**config.mk**
```make
export PLATFORM = sky130hd
export DESIGN_NAME = pwl_op_sched
export DESIGN_NICKNAME = d
export VERILOG_FILES = /design/src/rtl/pwl_sched_pkg.sv /design/src/rtl/pwl_sample_div.sv /design/src/rtl/pwl_op_sched.sv
export SDC_FILE = /design/constraint.sdc
export NUM_CORES = 1
export LEC_CHECK = 0
export CORE_MARGIN = 4
export CORE_UTILIZATION = 55
export DETAILED_ROUTE_END_ITERATION = 7
export DONT_BUFFER_PORTS = 1
export PLACE_DENSITY = 0.74
export SLEW_MARGIN = 25
export SYNTH_ARGS = -nofsm -noshare
export SYNTH_HDL_FRONTEND = slang
export SYNTH_SLANG_ARGS = --single-unit
```
**constraint.sdc**
```tcl
create_clock -name clk -period 2.3 [get_ports clk]
set_input_delay 0 -clock clk [delete_from_list [all_inputs] [get_ports clk]]
set_output_delay 0 -clock clk [all_outputs]
set_load 0.005 [all_outputs]
```
**src/rtl/pwl_sched_pkg.sv**
```systemverilog
// Shared types for the PWL ALU sample sequencer: micro-op codes and FSM states.
package pwl_sched_pkg;

  localparam int NUM_CHANNELS = 4;

  typedef enum logic [1:0] {
    OP_PHASE = 2'd0,
    OP_SWEEP = 2'd1,
    OP_OUT   = 2'd2,
    OP_DONE  = 2'd3
  } op_code_e;

  typedef enum logic [1:0] {
    ST_IDLE = 2'd0,
    ST_RUN  = 2'd1,
    ST_HOST = 2'd2
  } state_e;

endpackage

```
**src/rtl/pwl_sample_div.sv**
```systemverilog
// Sample-period divider: tick is raised combinationally in the cycle the counter is 0.
// Counter reloads with sample_div on tick, so ticks are sample_div+1 cycles apart.
module pwl_sample_div
  import pwl_sched_pkg::*;
#(
  parameter int DIV_BITS = 8
) (
  input  logic                clk,
  input  logic                reset,
  input  logic                enable,
  input  logic [DIV_BITS-1:0] sample_div,
  output logic                tick
);

  logic [DIV_BITS-1:0] div_cnt_q;
  logic [DIV_BITS-1:0] div_cnt_d;

  assign tick = enable && (div_cnt_q == '0);

  always_comb begin
    div_cnt_d = div_cnt_q;
    if (enable) begin
      div_cnt_d = tick ? sample_div : (div_cnt_q - DIV_BITS'(1));
    end
  end

  always_ff @(posedge clk or posedge reset) begin
    if (reset) begin
      div_cnt_q <= '0;
    end else begin
      div_cnt_q <= div_cnt_d;
    end
  end

endmodule

```
**src/rtl/pwl_op_sched.sv**
```systemverilog
// Per-sample micro-op sequencer for the shared PWL ALU, with host access
// granted only while idle or in a one-cycle slot between channels.
module pwl_op_sched
  import pwl_sched_pkg::*;
#(
  parameter int NUM_CHANNELS = pwl_sched_pkg::NUM_CHANNELS,
  parameter int CH_BITS      = 2,
  parameter int DIV_BITS     = 8,
  parameter int FRAME_BITS   = 8
) (
  input  logic                clk,
  input  logic                reset,
  input  logic                enable,
  input  logic [DIV_BITS-1:0] sample_div,
  input  logic [2:0]          sweep_div,
  output logic                op_valid,
  input  logic                op_ready,
  output logic [1:0]          op_code,
  output logic [CH_BITS-1:0]  op_ch,
  input  logic                host_req,
  output logic                host_gnt,
  output logic                busy,
  output logic                sample_strobe,
  output logic                overrun,
  input  logic                overrun_clr
);

  localparam logic [CH_BITS-1:0] LAST_CH = CH_BITS'(NUM_CHANNELS - 1);

  state_e                state_q;
  op_code_e              op_code_q;
  logic [CH_BITS-1:0]    op_ch_q;
  logic                  op_valid_q;
  logic                  busy_q;
  logic                  sample_strobe_q;
  logic                  overrun_q;
  logic                  sweep_pending_q;
  logic [FRAME_BITS-1:0] frame_cnt_q;
  logic [FRAME_BITS-1:0] sweep_mask;
  logic                  tick;

  pwl_sample_div #(
    .DIV_BITS(DIV_BITS)
  ) u_div (
    .clk       (clk),
    .reset     (reset),
    .enable    (enable),
    .sample_div(sample_div),
    .tick      (tick)
  );

  assign sweep_mask = (FRAME_BITS'(1) << sweep_div) - FRAME_BITS'(1);

  always_ff @(posedge clk or posedge reset) begin
    if (reset) begin
      state_q         <= ST_IDLE;
      op_code_q       <= OP_PHASE;
      op_ch_q         <= '0;
      op_valid_q      <= 1'b0;
      busy_q          <= 1'b0;
      sample_strobe_q <= 1'b0;
      overrun_q       <= 1'b0;
      sweep_pending_q <= 1'b0;
      frame_cnt_q     <= '0;
    end else begin
      sample_strobe_q <= 1'b0;

      // A tick landing mid-sequence is dropped; setting beats clearing.
      if (tick && (state_q != ST_IDLE)) begin
        overrun_q <= 1'b1;
      end else if (overrun_clr) begin
        overrun_q <= 1'b0;
      end

      case (state_q)
        ST_IDLE: begin
          if (tick) begin
            sweep_pending_q <= (frame_cnt_q & sweep_mask) == '0;
            frame_cnt_q     <= frame_cnt_q + FRAME_BITS'(1);
            op_ch_q         <= '0;
            op_code_q       <= OP_PHASE;
            op_valid_q      <= 1'b1;
            busy_q          <= 1'b1;
            state_q         <= ST_RUN;
          end
        end
        ST_RUN: begin
          if (op_ready) begin
            case (op_code_q)
              OP_PHASE: op_code_q <= sweep_pending_q ? OP_SWEEP : OP_OUT;
              OP_SWEEP: op_code_q <= OP_OUT;
              OP_OUT: begin
                if (op_ch_q == LAST_CH) begin
                  op_code_q <= OP_DONE;
                  op_ch_q   <= '0;
                end else if (host_req) begin
                  op_valid_q <= 1'b0;
                  state_q    <= ST_HOST;
                end else begin
                  op_code_q <= OP_PHASE;
                  op_ch_q   <= op_ch_q + CH_BITS'(1);
                end
              end
              OP_DONE: begin
                op_valid_q      <= 1'b0;
                busy_q          <= 1'b0;
                sample_strobe_q <= 1'b1;
                state_q         <= ST_IDLE;
              end
              default: op_code_q <= OP_PHASE;
            endcase
          end
        end
        ST_HOST: begin
          op_code_q  <= OP_PHASE;
          op_ch_q    <= op_ch_q + CH_BITS'(1);
          op_valid_q <= 1'b1;
          state_q    <= ST_RUN;
        end
        default: state_q <= ST_IDLE;
      endcase
    end
  end

  // Idle grant follows host_req directly so the host sees it the same cycle.
  assign host_gnt = !reset && ((state_q == ST_HOST) ||
                               ((state_q == ST_IDLE) && host_req && !tick));

  assign op_valid      = op_valid_q;
  assign op_code       = op_code_q;
  assign op_ch         = op_ch_q;
  assign busy          = busy_q;
  assign sample_strobe = sample_strobe_q;
  assign overrun       = overrun_q;

endmodule

```
==> out/qor_table.md, run 1 <==
| Parameter | This run |
|---|---|
| Result of the run | finished clean |
| Final setup violating endpoints | 0 |
| Maximum fanout encountered on the critical timing path | 7 |
| Kind of start point of the critical path | register |
| Final cycle utilization of the critical path | 95.2% |
| Total vias in the final route | 1386 |
| Dominant cell type by count on the critical path | a21oi_1 |
| Final Slew Violations | 0 |
| Buffer levels on the longest clock path | 2 |
| Max incr delay on CP | 0.60 ns |
| Most frequent standard cell in the layout excluding fill and tap cells | dfrtp_1 |
| Total global routing overflow | 0 |
| Clock Skews | 0.0103 ns |
| Cell with the largest stage delay on the worst path | or4_4 |
| Highest attainable clock frequency | 457 MHz |
| Wire length on met3 | 178 um |
| Unrepaired setup endpoints after global routing | false |
| Slew HR | 63.7% |
| Final Cell Area | 1900 um2 |
| Top cell type's share of synthesized area | 38.5% |
| Die width | 63.5 um |
| Area growth from synthesis to final layout | 12.1% |
| Top flip-flop cell by instance count after synthesis | dfrtp_1 |
| Power per Cell Area | 800 nW/um2 |
| TritonCTS clock tree | built |
| Vias in the first global route | 1424 |
| Initial drt markers | 109 |
| Number of buffer and inverter instances along the worst setup path | 1 |
| Peak supply drop | 0.656 mV |
| Min-Delay Path Class | in2reg |
| Net count of the mapped netlist | 211 |
| Sequential element share of the synthesized area | 38.5% |
| Post-Layout Cell Count | 227 |
| Count of antenna diodes in the layout | 0 |
| Data required time of the critical path | 2.58 ns |
| Yosys warnings | 0 |
| Clock slew seen by the registers of the worst setup and hold paths | 0.15 ns |
| Cell accounting for the most synthesized area | dfrtp_1 |
| Top Layer Used | met4 |
| Type of the worst setup path | reg2reg |
| Core Area | 2850 um2 |
| # nets final | 227 |
| Post-detail-place hpwl | 2510 um |
| Wire length of the first global-routing pass | 6120 um |
| Cell row count | 19 |
| Routed length on met1 | 1600 um |
| Ratio of cells with drive above 1 in the final layout | 9.18% |
| Average vias per placed instance | 6.11 |
| Hold Worst Slack | 0.0153 ns |
| Placed insts | 210 |
| Count of final hold-check violations | 0 |
| Number of instances in the synthesized netlist | 181 |
| Root buffer selected by CTS | clkbuf_4 |
| Number of distinct library cell variants in the gate-level netlist after synthesis | 47 |
| Number of fillers in the final layout | 236 |
| Max cap viols | 0 |
| Initial antenna violation count | 0 |
| Leading cell types by total area after synthesis | dfrtp_1 38%, ha_1 9.6%, o21ai_0 4.4% |
| Average wire length per cell after detail routing | 15.4 um |
| Chip Height | 63.5 um |
| Floorplan die area | 4030 um2 |
| Most frequent cells in the layout | 26 x dfrtp_1, 17 x inv_1, 15 x o21ai_0 |
| Leak pwr | 0.000809 uW |
| Count of port buffers added during placement | 0 |
| Number of enable flip-flop cells after synthesis | 0 |
| Placed standard-cell area | 1730 um2 |
| Flops & latches, synth | 26 |
| Detail Route met2 WL | 1670 um |
| Finished Core Util | 66.4% |
| # IOs | 26 |
| Overall routed net length | 3490 um |
| CTS Sinks | 26 |
| Overall Global Routing Usage | 18.4% |
| Min Clock Period, post-route | 2.19 ns |
| Cell Area, Synth | 1690 um2 |
| Post-DRT Antenna Nets | 0 |
| CTS Buf Count | 3 |
| Arrival time of data at the critical path endpoint | 2.47 ns |
| Clock latency at the later pin of the worst-skew pair | 0.33 ns |
| Sort of element at the end of the critical path | register |
| Total negative setup slack | 0 ns |
| Share of async-settable or async-resettable flops after synthesis | 100% |
| Number of design rule violations left after detail routing | 0 |
| Htree depth | 1 |
| First-pass detailed-route iteration total | 6 |
| Mean Syn Cell Area | 9.35 um2 |
| Starting Density | 59.3% |
| Pin count of the biggest net entering global routing | 27 |
| Routability-driven placement congestion ratio | 0.812 |
| Transition time at the pin with the least slew margin | 0.544 ns |
| Largest delay share family, worst path | simple AND/OR/NAND/NOR gates |
| Cells along the critical path | or4_4, nor2_2, a21oi_1, a21oi_1, dlygate4sd3_1 |
==> synth_stat cells (2+ instances only) <==
library cell / n
dfrtp_1: 26
inv_1: 18
o21ai_0: 15
ha_1: 13
nand2_1: 12
nor2_1: 9
a21oi_1: 7
nand3_1: 6
xnor2_1: 6
o211ai_1: 5
a22oi_1: 4
nor3_1: 4
a31oi_1: 3
clkbuf_1: 3
mux2i_1: 3
nand3b_1: 3
o2bb2ai_1: 3
o31ai_1: 3
a211oi_1: 2
a21boi_0: 2
and3_1: 2
mux2_2: 2
nand2b_1: 2
nand4_1: 2
nor2b_1: 2
o22ai_1: 2
or4_4: 2
==> layout make-up <==
cell class	instances	area [um2]	share of cell area [%]
Sequential cell	26	651	34.3
Timing Repair Buffer	14	138	7.26
Inverter	18	67.6	3.56
Tap cell	31	38.8	2.05
Clock buffer	4	36.3	1.91
Multi-Input combinational cell	134	965	50.9
==> path summary, 6_finish.rpt <==
path                                     from            endpoint  slack [ns]  depth (start not counted)
max reg2reg                u_div.div_cnt_q[2]  u_div.div_cnt_q[1]        0.11                          5
min reg2reg                    frame_cnt_q[5]      frame_cnt_q[5]        0.50                          1
max                        u_div.div_cnt_q[2]  u_div.div_cnt_q[1]        0.11                          5
min                              sweep_div[1]     sweep_pending_q        0.02                          3
max in group asynchronous               reset      frame_cnt_q[1]        1.78                          2
min in group asynchronous               reset            op_valid        0.15                          2
==> worst register-to-register path, stage by stage (launching register included) <==
cell,delay [ns]
dfrtp_1,0.50
or4_4,0.60
nor2_2,0.24
a21oi_1,0.11
a21oi_1,0.14
dlygate4sd3_1,0.56
==> logic make-up after synthesis <==
family,synth area share [%]
compound gates,20.7
mux,3.11
simple gates,19.8
xor+xnor,3.62
buf+inv,4.66
flops,38.5
fa+ha+maj,9.62
==> flip-flops by register name (all words and copies together) (netlist names), 2 cells and up <==
signal	count
frame_cnt_q	7
op_ch	2
op_code	2
state_q	2
u_div.div_cnt_q	8
==> routing by layer <==
metal | vias to the layer above | track usage (%)
li1 | 687 | -
met1 | 664 | 23.8
met2 | 30 | 30.1
met3 | 5 | 4.26
met4 | 0 | 6.20
met5 | - | 0
==> through the flow <==
stage | setup slack [ns] | total power [uW]
after CTS | 0.0473 | 1520
after global placement | 0.373 | 1220
after floorplan | 0.419 | 1110
after global routing | 0.0349 | 1640
after detailed placement | 0.271 | 1250
final | 0.111 | 1520
==> repair_timing <==
action,in CTS,in global routing
gates resized for setup,0,1
hold endpoints to repair,41,0
buffers inserted,0,0
endpoints found under the setup margin,0,1
hold buffers,13,0
==> where the power goes <==
part	internal, uW	total (uW)	switching, uW
logic	277	589	312
registers	550	685	135
clock network	97.0	241	144
Power figures use the tool's default switching activity.
==> inputs of run 2 (changes only) <==
CORE_UTILIZATION = 60   (was 55)
PLACE_DENSITY = 0.8   (was 0.74)
==> run 2 against run 1 <==
  * Total power grew 6.2%
  * Core utilization increased by 7.6 points
  * Final area increased by 1.2%
  * Fmax shrank 1.1%
  * Critical path type unchanged
  * Largest cell class unchanged
==> out/qor_table.md, run 2 (same netlist as run 1, synthesis figures left out) <==
| Parameter | This run | Delta |
|---|---|---|
| Cells along the critical path | nor4_4, buf_4, nand2_1, a21boi_0, a2bb2oi_1, dlygate4sd3_1 |  |
| Highest attainable clock frequency | 452 MHz | -1.1% |
| WHS Path Cells | 4 | +1 |
| Global routing met1 resource utilization | 27.8% | +4.0 points |
| Die width | 61.1 um | -3.7% |
| Largest Register | u_div.div_cnt_q |  |
| Highest-utilization routing layer at the global route stage | met2 |  |
| Htree depth | 1 | unchanged |
| Area growth from synthesis to final layout | 13.4% |  |
| Largest registers in the final layout | u_div.div_cnt_q x8, frame_cnt_q x7 |  |
| Buffer levels on the longest clock path | 2 | unchanged |
| Sort of element at the end of the critical path | register |  |
| Post-Place Setup Slack | 0.218 ns | -0.0528 ns |
| Chip Height | 61.1 um | -3.7% |
| Average wire length per cell after detail routing | 16.7 um | +8.6% |
| R2r startpoint | u_div.div_cnt_q[2] |  |
| Number of design rule violations left after detail routing | 0 | unchanged |
| Number of fillers in the final layout | 198 | -16% |
| Peak supply drop | 0.993 mV | +51% |
| Initial drt markers | 137 | +26% |
| Core Area | 2590 um2 | -9.2% |
| CTS Buf Count | 3 | unchanged |
| Total global routing overflow | 0 | unchanged |
| # nets final | 228 | +0.44% |
| Finished Core Util | 74.1% | +7.6 points |
| Root buffer selected by CTS | clkbuf_4 |  |
| Vias in the first global route | 1460 | +2.5% |
| Max cap viols | 0 | unchanged |
| Data required time of the critical path | 2.59 ns | about the same |
| Cell with the largest stage delay on the worst path | dlygate4sd3_1 |  |
| Hold Path Sink | sweep_pending_q |  |
| Number of buffer and inverter instances along the worst setup path | 2 | +1 |
| Design Power | 1610 uW | +6.2% |
| Setup Buffers After CTS | 0 | unchanged |
| Instance count on the critical path | 6 | +1 |
| Final Slew Violations | 0 | unchanged |
| Floorplan die area | 3730 um2 | -7.3% |
| Flip-flop count of the largest register after layout | 8 | unchanged |
| Total vias in the final route | 1434 | +3.5% |
| Ratio of cells with drive above 1 in the final layout | 8.63% | -0.55 points |
| Clock latency at the later pin of the worst-skew pair | 0.35 ns | +0.02 ns |
| Most frequent cells in the layout | 26 x dfrtp_1, 17 x inv_1, 15 x o21ai_0 |  |
| TritonCTS clock tree | built |  |
| Endpoint of the worst-slack reg-to-reg timing path | u_div.div_cnt_q[4] |  |
| Most frequent standard cell in the layout excluding fill and tap cells | dfrtp_1 |  |
| Unrepaired setup endpoints after global routing | true |  |
| Min Clock Period, post-route | 2.21 ns | +0.0240 ns |
| Average vias per placed instance | 6.32 | +3.5% |
| Overall Global Routing Usage | 22.9% | +4.5 points |
| Area occupied by multi-input gates | 962 um2 | -0.26% |
| Wire length of the first global-routing pass | 6370 um | +4.1% |
| Count of final hold-check violations | 0 | unchanged |
| Worst Reg2Reg Path Length in Cells | 6 | +1 |
| Hold Worst Slack | 0.0227 ns | +0.00732 ns |
| Routability-driven placement congestion ratio | 0.898 | +11% |
| Launch point of the worst hold path | sweep_div[1] |  |
| Maximum fanout encountered on the critical timing path | 8 | +1 |
| Cell row count | 18 | -1 |
| CTS Sinks | 26 | unchanged |
| Worst path setup slack after routing | 0.0873 ns | -0.0240 ns |
| Post-detail-place hpwl | 2590 um | +3.0% |
| Arrival time of data at the critical path endpoint | 2.51 ns | +0.04 ns |
| Pin count of the biggest net entering global routing | 27 | unchanged |
| Transition time at the pin with the least slew margin | 0.641 ns | +0.0971 ns |
| Final setup violating endpoints | 0 | unchanged |
| Max incr delay on CP | 0.57 ns | -0.03 ns |
| GR Layer Usage met3 | 5.24% | +0.98 points |
| Final cycle utilization of the critical path | 96.2% | +1.0 points |
| Clock slew seen by the registers of the worst setup and hold paths | 0.16 ns | about the same |
| Power per Cell Area | 839 nW/um2 | +4.9% |
| R2R Setup Slk | 0.09 ns | -0.02 ns |
| Leak pwr | 0.000824 uW | +1.9% |
| First-pass detailed-route iteration total | 4 | -2 |
| Overall routed net length | 3780 um | +8.6% |
| Resize count post-CTS | 0 | unchanged |
| Count of antenna diodes in the layout | 0 | unchanged |
| Storage element area | 651 um2 | unchanged |
| Slew HR | 57.3% | -6.4 points |
| Largest delay share family, worst path | buffers and inverters |  |
| Result of the run | finished clean |  |
| Starting Density | 65.3% | +6.0 points |
| Count of port buffers added during placement | 0 | unchanged |
| Kind of start point of the critical path | register |  |
| # IOs | 26 | unchanged |
| Global-route track usage on met2 | 39.3% | +9.2 points |
| Clock Skews | 0.0154 ns | +0.00504 ns |
| Type of the worst setup path | reg2reg |  |
| Initial antenna violation count | 0 | unchanged |
| Min-Delay Path Class | in2reg |  |
| Post-DRT Antenna Nets | 0 | unchanged |
==> run 2: cell count changes in the layout (fill, tap and decap cells not counted) <==
cell	previous run	this run
dlygate4sd3_1	13	14
clkbuf_8	1	0
bufinv_16	0	1
nor2_2	2	1
nor2_1	8	9
==> run 2: worst max path at each step <==
stage,startpoint,endpoint,slack (ns)
6_report,u_div.div_cnt_q[2],u_div.div_cnt_q[4],0.09
5_1_grt,u_div.div_cnt_q[0],u_div.div_cnt_q[4],-0.05
4_1_cts,u_div.div_cnt_q[0],u_div.div_cnt_q[4],0.14
3_5_place_dp,u_div.div_cnt_q[0],op_ch[0],0.22
3_3_place_gp,u_div.div_cnt_q[0],op_code[0],0.31
2_1_floorplan,u_div.div_cnt_q[0],op_ch[0],0.42
==> run 2: where the power goes <==
group | internal [uW] | leakage (uW) | switching [uW]
Sequential | 550 | 0.000328 | 137
Clock | 177 | 0.0000279 | 149
Combinational | 272 | 0.000469 | 324
Total | 999 | 0.000824 | 610
==> run 2: what timing repair did <==
item | CTS | global route
endpoints found under the setup margin | 0 | 2
endpoints found under the hold margin | 41 | 0
hold buffers | 14 | 0
==> run 2: tightest hold or removal path, stage by stage <==
cell and delay, ns:
a21oi_1 0.05, a21o_1 0.15, o211ai_1 0.09, o31ai_1 0.07
==> run 2: layout make-up <==
class / instances / share of cell area, %
flip-flops and latches: 26 / 33.9
clock inverters: 1 / 1.57
well taps: 30 / 1.96
inverters: 18 / 3.52
repair buffers: 15 / 7.70
clock buffers: 3 / 1.17
multi-input cells: 134 / 50.2
==> run 2: stage by stage <==
step | instances | instance area [um2] | TNS (ns)
6_report | 227 | 1920 | 0
5_1_grt | 227 | 1920 | -0.108
4_1_cts | 227 | 1920 | 0
3_5_place_dp | 209 | 1730 | 0
3_3_place_gp | 209 | 1730 | 0
2_1_floorplan | 181 | 1690 | 0
==> run 2: layer usage <==
layer | vias up | routed length [um]
li1 | 693 | -
met1 | 686 | 1610
met2 | 48 | 1910
met3 | 7 | 208
met4 | 0 | 59
met5 | - | 0
